`config.mk`:
```
export PLATFORM = sky130hd
export DESIGN_NAME = matrix_frame_sequencer
export DESIGN_NICKNAME = d
export VERILOG_FILES = /design/src/rtl/matrix_frame_sequencer.sv
export SDC_FILE = /design/constraint.sdc
export NUM_CORES = 1
export LEC_CHECK = 0
export CAP_MARGIN = 30
export CELL_PAD_IN_SITES_DETAIL_PLACEMENT = 1
export CELL_PAD_IN_SITES_GLOBAL_PLACEMENT = 2
export CORE_UTILIZATION = 35
export CTS_CLUSTER_DIAMETER = 60
export DETAILED_ROUTE_END_ITERATION = 8
export PLACE_DENSITY_LB_ADDON = 0.08
export SYNTH_ARGS = -nofsm -noshare
export SYNTH_HDL_FRONTEND = slang
export SYNTH_SLANG_ARGS = --single-unit
export TNS_END_PERCENT = 20
```
`constraint.sdc`:
```
create_clock -name clk -period 5 [get_ports clk]
set_input_delay 0.75 -clock clk [delete_from_list [all_inputs] [get_ports clk]]
set_output_delay 0.75 -clock clk [all_outputs]
set_load 0.03 [all_outputs]
```
`src/rtl/matrix_frame_sequencer.sv`:
```
// Streams one LED-matrix frame from a frame-buffer read port into output_module, one byte slot
// per tx_finish handshake. Define MATRIX_SEQ_TEST_PATTERN_EN to add the pattern_sel input.
module matrix_frame_sequencer #(
  parameter int unsigned CHANNEL_NUMBER   = 3,
  parameter int unsigned SPI_SIZE         = 8,
  parameter int unsigned COLUMNS          = 8,
  parameter int unsigned BYTES_PER_COLUMN = 48,
  parameter int unsigned FRAME_GAP        = 16,
  parameter int unsigned ACK_TIMEOUT      = 1024,
  localparam int unsigned DATA_W = CHANNEL_NUMBER * SPI_SIZE,
  localparam int unsigned ADDR_W = (COLUMNS * BYTES_PER_COLUMN > 1) ? $clog2(COLUMNS * BYTES_PER_COLUMN) : 1,
  localparam int unsigned COL_W  = (COLUMNS > 1) ? $clog2(COLUMNS) : 1
) (
  input  logic              clk,
  input  logic              rst,
  input  logic              run,
`ifdef MATRIX_SEQ_TEST_PATTERN_EN
  input  logic [1:0]        pattern_sel,
`endif
  output logic              rd_en,
  output logic [ADDR_W-1:0] rd_addr,
  input  logic [DATA_W-1:0] rd_data,
  output logic [DATA_W-1:0] data_out,
  output logic              new_image,
  output logic              new_column,
  output logic              next_data,
  input  logic              tx_finish,
  output logic [COL_W-1:0]  col_idx,
  output logic              busy,
  output logic              frame_done,
  output logic              err
);

  localparam int unsigned BYTE_W = (BYTES_PER_COLUMN > 1) ? $clog2(BYTES_PER_COLUMN) : 1;
  localparam int unsigned TMO_W  = $clog2(ACK_TIMEOUT + 1);
  localparam int unsigned GAP_W  = (FRAME_GAP > 0) ? $clog2(FRAME_GAP + 1) : 1;

  localparam logic [BYTE_W-1:0] BYTE_LAST = BYTE_W'(BYTES_PER_COLUMN - 1);
  localparam logic [COL_W-1:0]  COL_LAST  = COL_W'(COLUMNS - 1);
  localparam logic [TMO_W-1:0]  TMO_MAX   = TMO_W'(ACK_TIMEOUT);
  localparam logic [GAP_W-1:0]  GAP_MAX   = GAP_W'(FRAME_GAP);

  typedef enum logic [2:0] {
    S_IDLE, S_FETCH, S_LOAD, S_STROBE, S_WAIT_LOW, S_WAIT_HIGH, S_GAP
  } state_e;

  state_e              state_q, state_d;
  logic [BYTE_W-1:0]   byte_q, byte_d;
  logic [COL_W-1:0]    col_q, col_d;
  logic [ADDR_W-1:0]   addr_q, addr_d;
  logic [TMO_W-1:0]    tmo_q, tmo_d;
  logic [GAP_W-1:0]    gap_q, gap_d;
  logic                rd_en_q, rd_en_d;
  logic [DATA_W-1:0]   data_q, data_d;
  logic                img_q, img_d;
  logic                colstb_q, colstb_d;
  logic                nxt_q, nxt_d;
  logic                busy_q, busy_d;
  logic                done_q, done_d;
  logic                err_q, err_d;

  logic                use_fb;
  logic [DATA_W-1:0]   load_data;
  logic                last_slot;

  // Byte source for LOAD: frame buffer, or the built-in test patterns when enabled.
`ifdef MATRIX_SEQ_TEST_PATTERN_EN
  assign use_fb = (pattern_sel == 2'd0);

  always_comb begin
    load_data = rd_data;
    for (int c = 0; c < int'(CHANNEL_NUMBER); c++) begin
      case (pattern_sel)
        2'd1:    load_data[c*SPI_SIZE +: SPI_SIZE] = '1;
        2'd2:    load_data[c*SPI_SIZE +: SPI_SIZE] = SPI_SIZE'(byte_q) ^ SPI_SIZE'(c);
        2'd3:    load_data[c*SPI_SIZE +: SPI_SIZE] = (col_q[0] ^ byte_q[0]) ? '1 : '0;
        default: load_data[c*SPI_SIZE +: SPI_SIZE] = rd_data[c*SPI_SIZE +: SPI_SIZE];
      endcase
    end
  end
`else
  assign use_fb    = 1'b1;
  assign load_data = rd_data;
`endif

  assign last_slot = (col_q == COL_LAST) && (byte_q == BYTE_LAST);

  // Next-state and next-output logic; strobes and pulses default low every cycle.
  always_comb begin
    state_d  = state_q;
    byte_d   = byte_q;
    col_d    = col_q;
    addr_d   = addr_q;
    tmo_d    = tmo_q;
    gap_d    = gap_q;
    rd_en_d  = 1'b0;
    data_d   = data_q;
    img_d    = 1'b0;
    colstb_d = 1'b0;
    nxt_d    = 1'b0;
    busy_d   = busy_q;
    done_d   = 1'b0;
    err_d    = err_q;
    case (state_q)
      S_IDLE: begin
        if (run && tx_finish) begin
          state_d = S_FETCH;
          busy_d  = 1'b1;
          rd_en_d = use_fb;
        end
      end
      S_FETCH: state_d = S_LOAD;
      S_LOAD: begin
        state_d = S_STROBE;
        data_d  = load_data;
        tmo_d   = '0;
        if (byte_q == '0 && col_q == '0) img_d = 1'b1;
        else if (byte_q == '0)           colstb_d = 1'b1;
        else                             nxt_d = 1'b1;
      end
      S_STROBE: begin
        state_d = S_WAIT_LOW;
        tmo_d   = TMO_W'(1);
      end
      S_WAIT_LOW: begin
        if (!tx_finish) begin
          state_d = S_WAIT_HIGH;
        end else if (tmo_q == TMO_MAX) begin
          state_d = S_IDLE;
          err_d   = 1'b1;
          busy_d  = 1'b0;
          byte_d  = '0;
          col_d   = '0;
          addr_d  = '0;
        end else begin
          tmo_d = tmo_q + TMO_W'(1);
        end
      end
      S_WAIT_HIGH: begin
        if (tx_finish) begin
          if (last_slot) begin
            state_d = S_GAP;
            done_d  = 1'b1;
            busy_d  = 1'b0;
            byte_d  = '0;
            col_d   = '0;
            addr_d  = '0;
            gap_d   = '0;
          end else begin
            state_d = S_FETCH;
            rd_en_d = use_fb;
            addr_d  = addr_q + ADDR_W'(1);
            if (byte_q == BYTE_LAST) begin
              byte_d = '0;
              col_d  = col_q + COL_W'(1);
            end else begin
              byte_d = byte_q + BYTE_W'(1);
            end
          end
        end
      end
      // The frame_done cycle opens GAP; FRAME_GAP idle cycles follow before run is sampled.
      S_GAP: begin
        if (gap_q == GAP_MAX) begin
          if (run) begin
            state_d = S_FETCH;
            busy_d  = 1'b1;
            rd_en_d = use_fb;
          end else begin
            state_d = S_IDLE;
          end
        end else begin
          gap_d = gap_q + GAP_W'(1);
        end
      end
      default: state_d = S_IDLE;
    endcase
  end

  always_ff @(posedge clk or posedge rst) begin
    if (rst) begin
      state_q  <= S_IDLE;
      byte_q   <= '0;
      col_q    <= '0;
      addr_q   <= '0;
      tmo_q    <= '0;
      gap_q    <= '0;
      rd_en_q  <= 1'b0;
      data_q   <= '0;
      img_q    <= 1'b0;
      colstb_q <= 1'b0;
      nxt_q    <= 1'b0;
      busy_q   <= 1'b0;
      done_q   <= 1'b0;
      err_q    <= 1'b0;
    end else begin
      state_q  <= state_d;
      byte_q   <= byte_d;
      col_q    <= col_d;
      addr_q   <= addr_d;
      tmo_q    <= tmo_d;
      gap_q    <= gap_d;
      rd_en_q  <= rd_en_d;
      data_q   <= data_d;
      img_q    <= img_d;
      colstb_q <= colstb_d;
      nxt_q    <= nxt_d;
      busy_q   <= busy_d;
      done_q   <= done_d;
      err_q    <= err_d;
    end
  end

  assign rd_en      = rd_en_q;
  assign rd_addr    = addr_q;
  assign data_out   = data_q;
  assign new_image  = img_q;
  assign new_column = colstb_q;
  assign next_data  = nxt_q;
  assign col_idx    = col_q;
  assign busy       = busy_q;
  assign frame_done = done_q;
  assign err        = err_q;

endmodule

```
==> impl_metrics.ini, run 1 <==
[floorplan]
io_pins = 71
rows = 36
core_sq_um = 9770
die_w_um = 102
dieArea_sq_um = 10500
die_h_um = 102
initial_core_util_pct = 36.1

[clocking]
clkSlewWorstSetupHoldPaths_ns = 0.07
cts_buffers = 9
hold_buffers = 0
post_cts_resized = 0
cts_max_level = 3
cts_buffer_depth = 2
cts_tree = built
postCtsSetupBuffers = 0
clock_sinks = 68
clk_latency_ns = 0.36
root_buffer = clkbuf_8

[synth]
yosysTopAreaCell = dfrtp_1
ys_seq_area_share_pct = 48.3
synth.area.top_cells = dfrtp_1, mux2_2, ha_1
syn-mean-instance-area_sq_um = 10.6
synthesis.nets = 372
ys_warn_count = 0
netlist_area_sq_um = 3530
synth-xor-area-share_pct = 0.994
ys.flop_type = dfrtp_1
synthMuxAreaShare_pct = 10.0
synth_compound_area_share_pct = 14.7
netlist.area_leader.share_pct = 48.3
synth_top_family_by_area = simple AND/OR/NAND/NOR gates
synth_simple_gate_area_share_pct = 18.6
synthAdderAreaFrac_pct = 3.55
async_flop_share_pct = 100
synth-seq-cells = 68
syn_inst = 334
ys_types = 51
synth_edf_count = 0

[global_route]
gr-total-overflow = 0
grt_pass1_vias = 2940
track_usage_pct = 19.1
grt_pass1_wl_um = 15300
grt_start_max_net_pins = 40
antenna_found_initial = 0

[worst_hold_path]
hold_class = flip-flop to flip-flop

[finish]
finalNonFillerCells = 537
fin_nets = 437
drive_gt1_share_pct = 14.6
mostFrequentLayoutCells = clkdlybuf4s50_1, dfrtp_1, mux2_2
area_delta_synth_final_pct = 29.2
layout_commonest_cell = clkdlybuf4s50_1
multiInputGateArea_sq_um = 1700
num_antenna_cells = 0
regArea_sq_um = 1700
fill_cells = 1086

[sta]
fin_skew_ns = 0.0107
fmax_mhz = 398
layout_min_cycle_time_ns = 2.51
fin_crit_sh_pct = 50.2
tns_ns = 0
rsz0062_at_grt = false
relSlewSlack_pct = 41.3
hold_viol = 0
tightest_slew_ns = 0.880
setup_viol = 0
slew_viol_final = 0
setup_ws_ns = 2.49
hold_slack_ns = 0.476

[placement]
io_buffers = 70
pre_cts_ws_ns = 2.19
hpwl_um = 6100
placed_cells = 521
globalplace.congestion = 0.727

[worst_setup_path]
worst_ep_required_time_ns = 5.23
worstPathMaxFanout = 25
crit_type = flip-flop to flip-flop
worst_setup_path_start_kind = flip-flop
arrival_ns = 2.74
cp-end-kind = flip-flop

[detailed_routing]
wl_per_cell_um = 16.7
routed-via-count = 2873
drtIter0Drc = 70
ant_nets = 0
wl_um = 8980
drc = 0
firstDrtPassIters = 4
vias_per_cell = 5.35

[pwr]
power_density_nw_per_um2 = 579
peakVddDrop_v = 0.000193
p_leak_nw = 1.86
power_mw = 2.64

[run_status]
status = completed

[flow_run]
cap_violations = 0
-- critical path, stage by stage (launching register included) --
cell and delay [ns]:
dfrtp_1 0.83, nand2b_1 0.45, nor2_4 0.68, mux2_2 0.42
-- final cells by class --
type	count	area share, %
flip-flops and latches	68	37.3
multi-input cells	234	37.2
repair buffers	72	15.7
well taps	133	3.65
clock buffers	10	3.02
clock inverters	6	1.92
inverters	14	1.15
-- state kept, by name, summed over array words and instances, names as in the netlist, 3 cells and up --
register,flops
byte_q,6
col_idx,3
data_out,24
gap_q,5
rd_addr,9
state_q,3
tmo_q,11
-- through the flow --
stage / area, sq um / utilization, %
floorplan: 3530 / -
global placement: 4330 / 44.3
detailed placement: 4330 / 44.3
CTS: 4560 / 46.6
global route: 4560 / 46.6
finish: 4560 / 46.6
-- per-layer routing --
metal | vias up | routed length, um | global-route usage (%)
li1 | 1355 | - | -
met1 | 1451 | 4430 | 27.0
met2 | 57 | 4120 | 28.8
met3 | 10 | 286 | 2.74
met4 | 0 | 146 | 8.90
met5 | - | 0 | 0
-- cells in the mapped netlist, types with 2 or more instances --
| cell type | n |
|---|---|
| a211o_1 | 3 |
| a211oi_1 | 8 |
| a211oi_2 | 2 |
| a21oi_1 | 10 |
| a21oi_2 | 2 |
| a31oi_1 | 9 |
| a41o_1 | 4 |
| and2_1 | 4 |
| and3_1 | 7 |
| and4bb_2 | 2 |
| buf_2 | 12 |
| clkbuf_1 | 5 |
| dfrtp_1 | 68 |
| ha_1 | 10 |
| inv_1 | 14 |
| mux2_2 | 27 |
| mux2i_1 | 5 |
| nand2_1 | 22 |
| nand2b_1 | 5 |
| nand3_1 | 20 |
| nand3b_1 | 4 |
| nand4_1 | 4 |
| nand4b_1 | 2 |
| nor2_1 | 19 |
| nor2b_1 | 4 |
| nor3_1 | 5 |
| nor3b_1 | 2 |
| nor4_1 | 2 |
| nor4b_4 | 2 |
| o211ai_1 | 2 |
| o21a_1 | 2 |
| o21ai_0 | 15 |
| o21ai_1 | 3 |
| o31ai_1 | 7 |
| o41ai_1 | 2 |
| or3_1 | 3 |
| xnor2_1 | 3 |
-- kinds of logic after synthesis --
kind of cell	Yosys count
compound gates	75
buf+inv	32
fa+ha+maj	10
flops	68
xor+xnor	4
simple gates	113
mux	32
-- worst paths after layout --
path	start	to	slack [ns]	cells past startpoint
max reg2reg	state_q[1]$_DFFE_PP0P_	data_out[18]$_DFFE_PP0P_	2.49	3
max in group asynchronous	rst	new_column$_DFF_PP0_	3.18	3
min in group asynchronous	rst	data_out[16]$_DFFE_PP0P_	0.91	2
min reg2reg	err$_DFFE_PP0P_	err$_DFFE_PP0P_	0.48	1
min	err$_DFFE_PP0P_	err$_DFFE_PP0P_	0.48	1
max	state_q[1]$_DFFE_PP0P_	data_out[18]$_DFFE_PP0P_	2.49	3
-- power by group --
group | switching (mW) | internal [mW]
combinational | 0.651 | 0.537
sequential | 0.196 | 0.735
clock | 0.227 | 0.293
No activity file was read; power rests on OpenSTA's default activity.
==> run 2, diff against run 1 <==
--- a/config.mk
+++ b/config.mk
@@ -8,7 +8,7 @@
 export CAP_MARGIN = 30
 export CELL_PAD_IN_SITES_DETAIL_PLACEMENT = 1
 export CELL_PAD_IN_SITES_GLOBAL_PLACEMENT = 2
-export CORE_UTILIZATION = 35
+export CORE_UTILIZATION = 29
 export CTS_CLUSTER_DIAMETER = 60
 export DETAILED_ROUTE_END_ITERATION = 8
 export PLACE_DENSITY_LB_ADDON = 0.08
==> constraint.sdc (replaced) <==
create_clock -name clk -period 2.2 [get_ports clk]
set_input_delay 0.33 -clock clk [delete_from_list [all_inputs] [get_ports clk]]
set_output_delay 0.33 -clock clk [all_outputs]
set_load 0.03 [all_outputs]
==> impl_metrics.ini, run 2 (same netlist as run 1, synthesis figures left out) <==
[detailed_routing]
wl_um = 9440
drc = 9
routed-via-count = 2933
firstDrtPassIters = 6
wl_per_cell_um = 16.5
vias_per_cell = 5.14
drtIter0Drc = 80
ant_nets = 0

[placement]
hpwl_um = 6630
post_dp_cell_area_sq_um = 4540
globalplace.congestion = 0.745
io_buffers = 70
placed_cells = 555

[clocking]
root_buffer = clkbuf_16
clkSlewWorstSetupHoldPaths_ns = 0.06
clk_latency_ns = 0.34
cts_tree = built
hold_buffers = 0
cts_buffer_depth = 2
postCtsSetupBuffers = 0
cts_buffers = 9
post_cts_resized = 0
clock_sinks = 68
cts_max_level = 3

[finish]
fin_area_sq_um = 4860
fin_nets = 461
mostFrequentLayoutCells = clkdlybuf4s50_1, dfrtp_1, mux2_2
drive_gt1_share_pct = 18.7
fin_util_pct = 41.9
finalNonFillerCells = 571
num_antenna_cells = 0
largest_reg_flops = 24
fill_cells = 1293
area_delta_synth_final_pct = 37.9
layout_commonest_cell = clkdlybuf4s50_1

[floorplan]
dieArea_sq_um = 12600
rows = 39
die_h_um = 112
initial_core_util_pct = 30.4
core_sq_um = 11600
die_w_um = 112
io_pins = 71

[global_route]
antenna_found_initial = 0
grt_pass1_wl_um = 16300
gr-total-overflow = 0
grt_pass1_vias = 3043
track_usage_pct = 16.7
grt_start_max_net_pins = 69

[sta]
tightest_slew_ns = 0.531
fmax_mhz = 518
fin_skew_ns = 0.00756
tns_ns = 0
rsz0062_at_grt = false
fin_crit_sh_pct = 87.8
hold_viol = 0
setup_viol = 0
slew_viol_final = 0
relSlewSlack_pct = 64.6
layout_min_cycle_time_ns = 1.93
hold_slack_ns = 0.410

[worst_hold_path]
hold_class = input pin to async pin

[pwr]
p_leak_nw = 2.04
peakVddDrop_v = 0.000485
power_density_nw_per_um2 = 1350

[flow_run]
cap_violations = 0

[worst_setup_path]
worst_setup_path_start_kind = flip-flop
crit_type = flip-flop to flip-flop
arrival_ns = 2.15
cp-end-kind = flip-flop
worst_ep_required_time_ns = 2.42
worstPathMaxFanout = 5

[run_status]
status = finished, violations left
violations = design-rule violations
-- run 2: changes by cell type in the layout (fill, tap and decap cells not counted), sizes merged --
cell,change
clkinvlp,-2
clkbuf,+2
buf,+24
-- run 2: where the power goes --
group	switching, mW	total, mW	internal [mW]
Clock	0.539	1.56	1.02
Sequential	0.372	2.05	1.68
Combinational	1.59	2.95	1.37
-- run 2: worst max-delay path, cell delays in order, from the launching register on --
cell	delay, ns
dfrtp_1	0.40
inv_1	0.08
ha_1	0.16
nor4b_4	0.26
a31oi_1	0.25
or2_1	0.35
a211o_1	0.32
-- run 2: routing by layer --
| layer | track usage (%) | part of all wire, % | vias to the layer above |
|---|---|---|---|
| li1 | - | - | 1408 |
| met1 | 22.8 | 50 | 1459 |
| met2 | 25.5 | 44 | 58 |
| met3 | 4.32 | 4.5 | 8 |
| met4 | 6.13 | 1.2 | 0 |
| met5 | 0 | 0 | - |
-- run 2: stage by stage --
stage	total power [mW]	setup slack, ns
after floorplan	3.86	0.158
after global placement	5.02	0.124
after detailed placement	5.05	0.0732
after CTS	6.66	0.214
after global routing	7.01	0.0832
final	6.56	0.268
-- run 2: cell type report --
cell class	instances	area, sq um	area share (%)
timing repair buffer	96	921	18.9
clock buffer	12	246	5.07
tap	143	179	3.68
sequential	68	1700	35.0
inverter	14	52.6	1.08
clock inverter	4	72.6	1.49
multi-input combinational	234	1690	34.7
-- run 2: final timing paths --
| kind | start | to | slack (ns) | depth (start not counted) |
|---|---|---|---|---|
| max in group asynchronous | rst | rd_addr[5]$_DFFE_PP0P_ | 1.48 | 3 |
| min in group clk | err$_DFFE_PP0P_ | err$_DFFE_PP0P_ | 0.47 | 1 |
| max | tmo_q[1]$_DFFE_PP0P_ | byte_q[3]$_DFFE_PP0P_ | 0.27 | 6 |
| min | rst | data_out[18]$_DFFE_PP0P_ | 0.41 | 3 |
| min reg2reg | err$_DFFE_PP0P_ | err$_DFFE_PP0P_ | 0.47 | 1 |
| max reg2reg | tmo_q[1]$_DFFE_PP0P_ | byte_q[3]$_DFFE_PP0P_ | 0.27 | 6 |
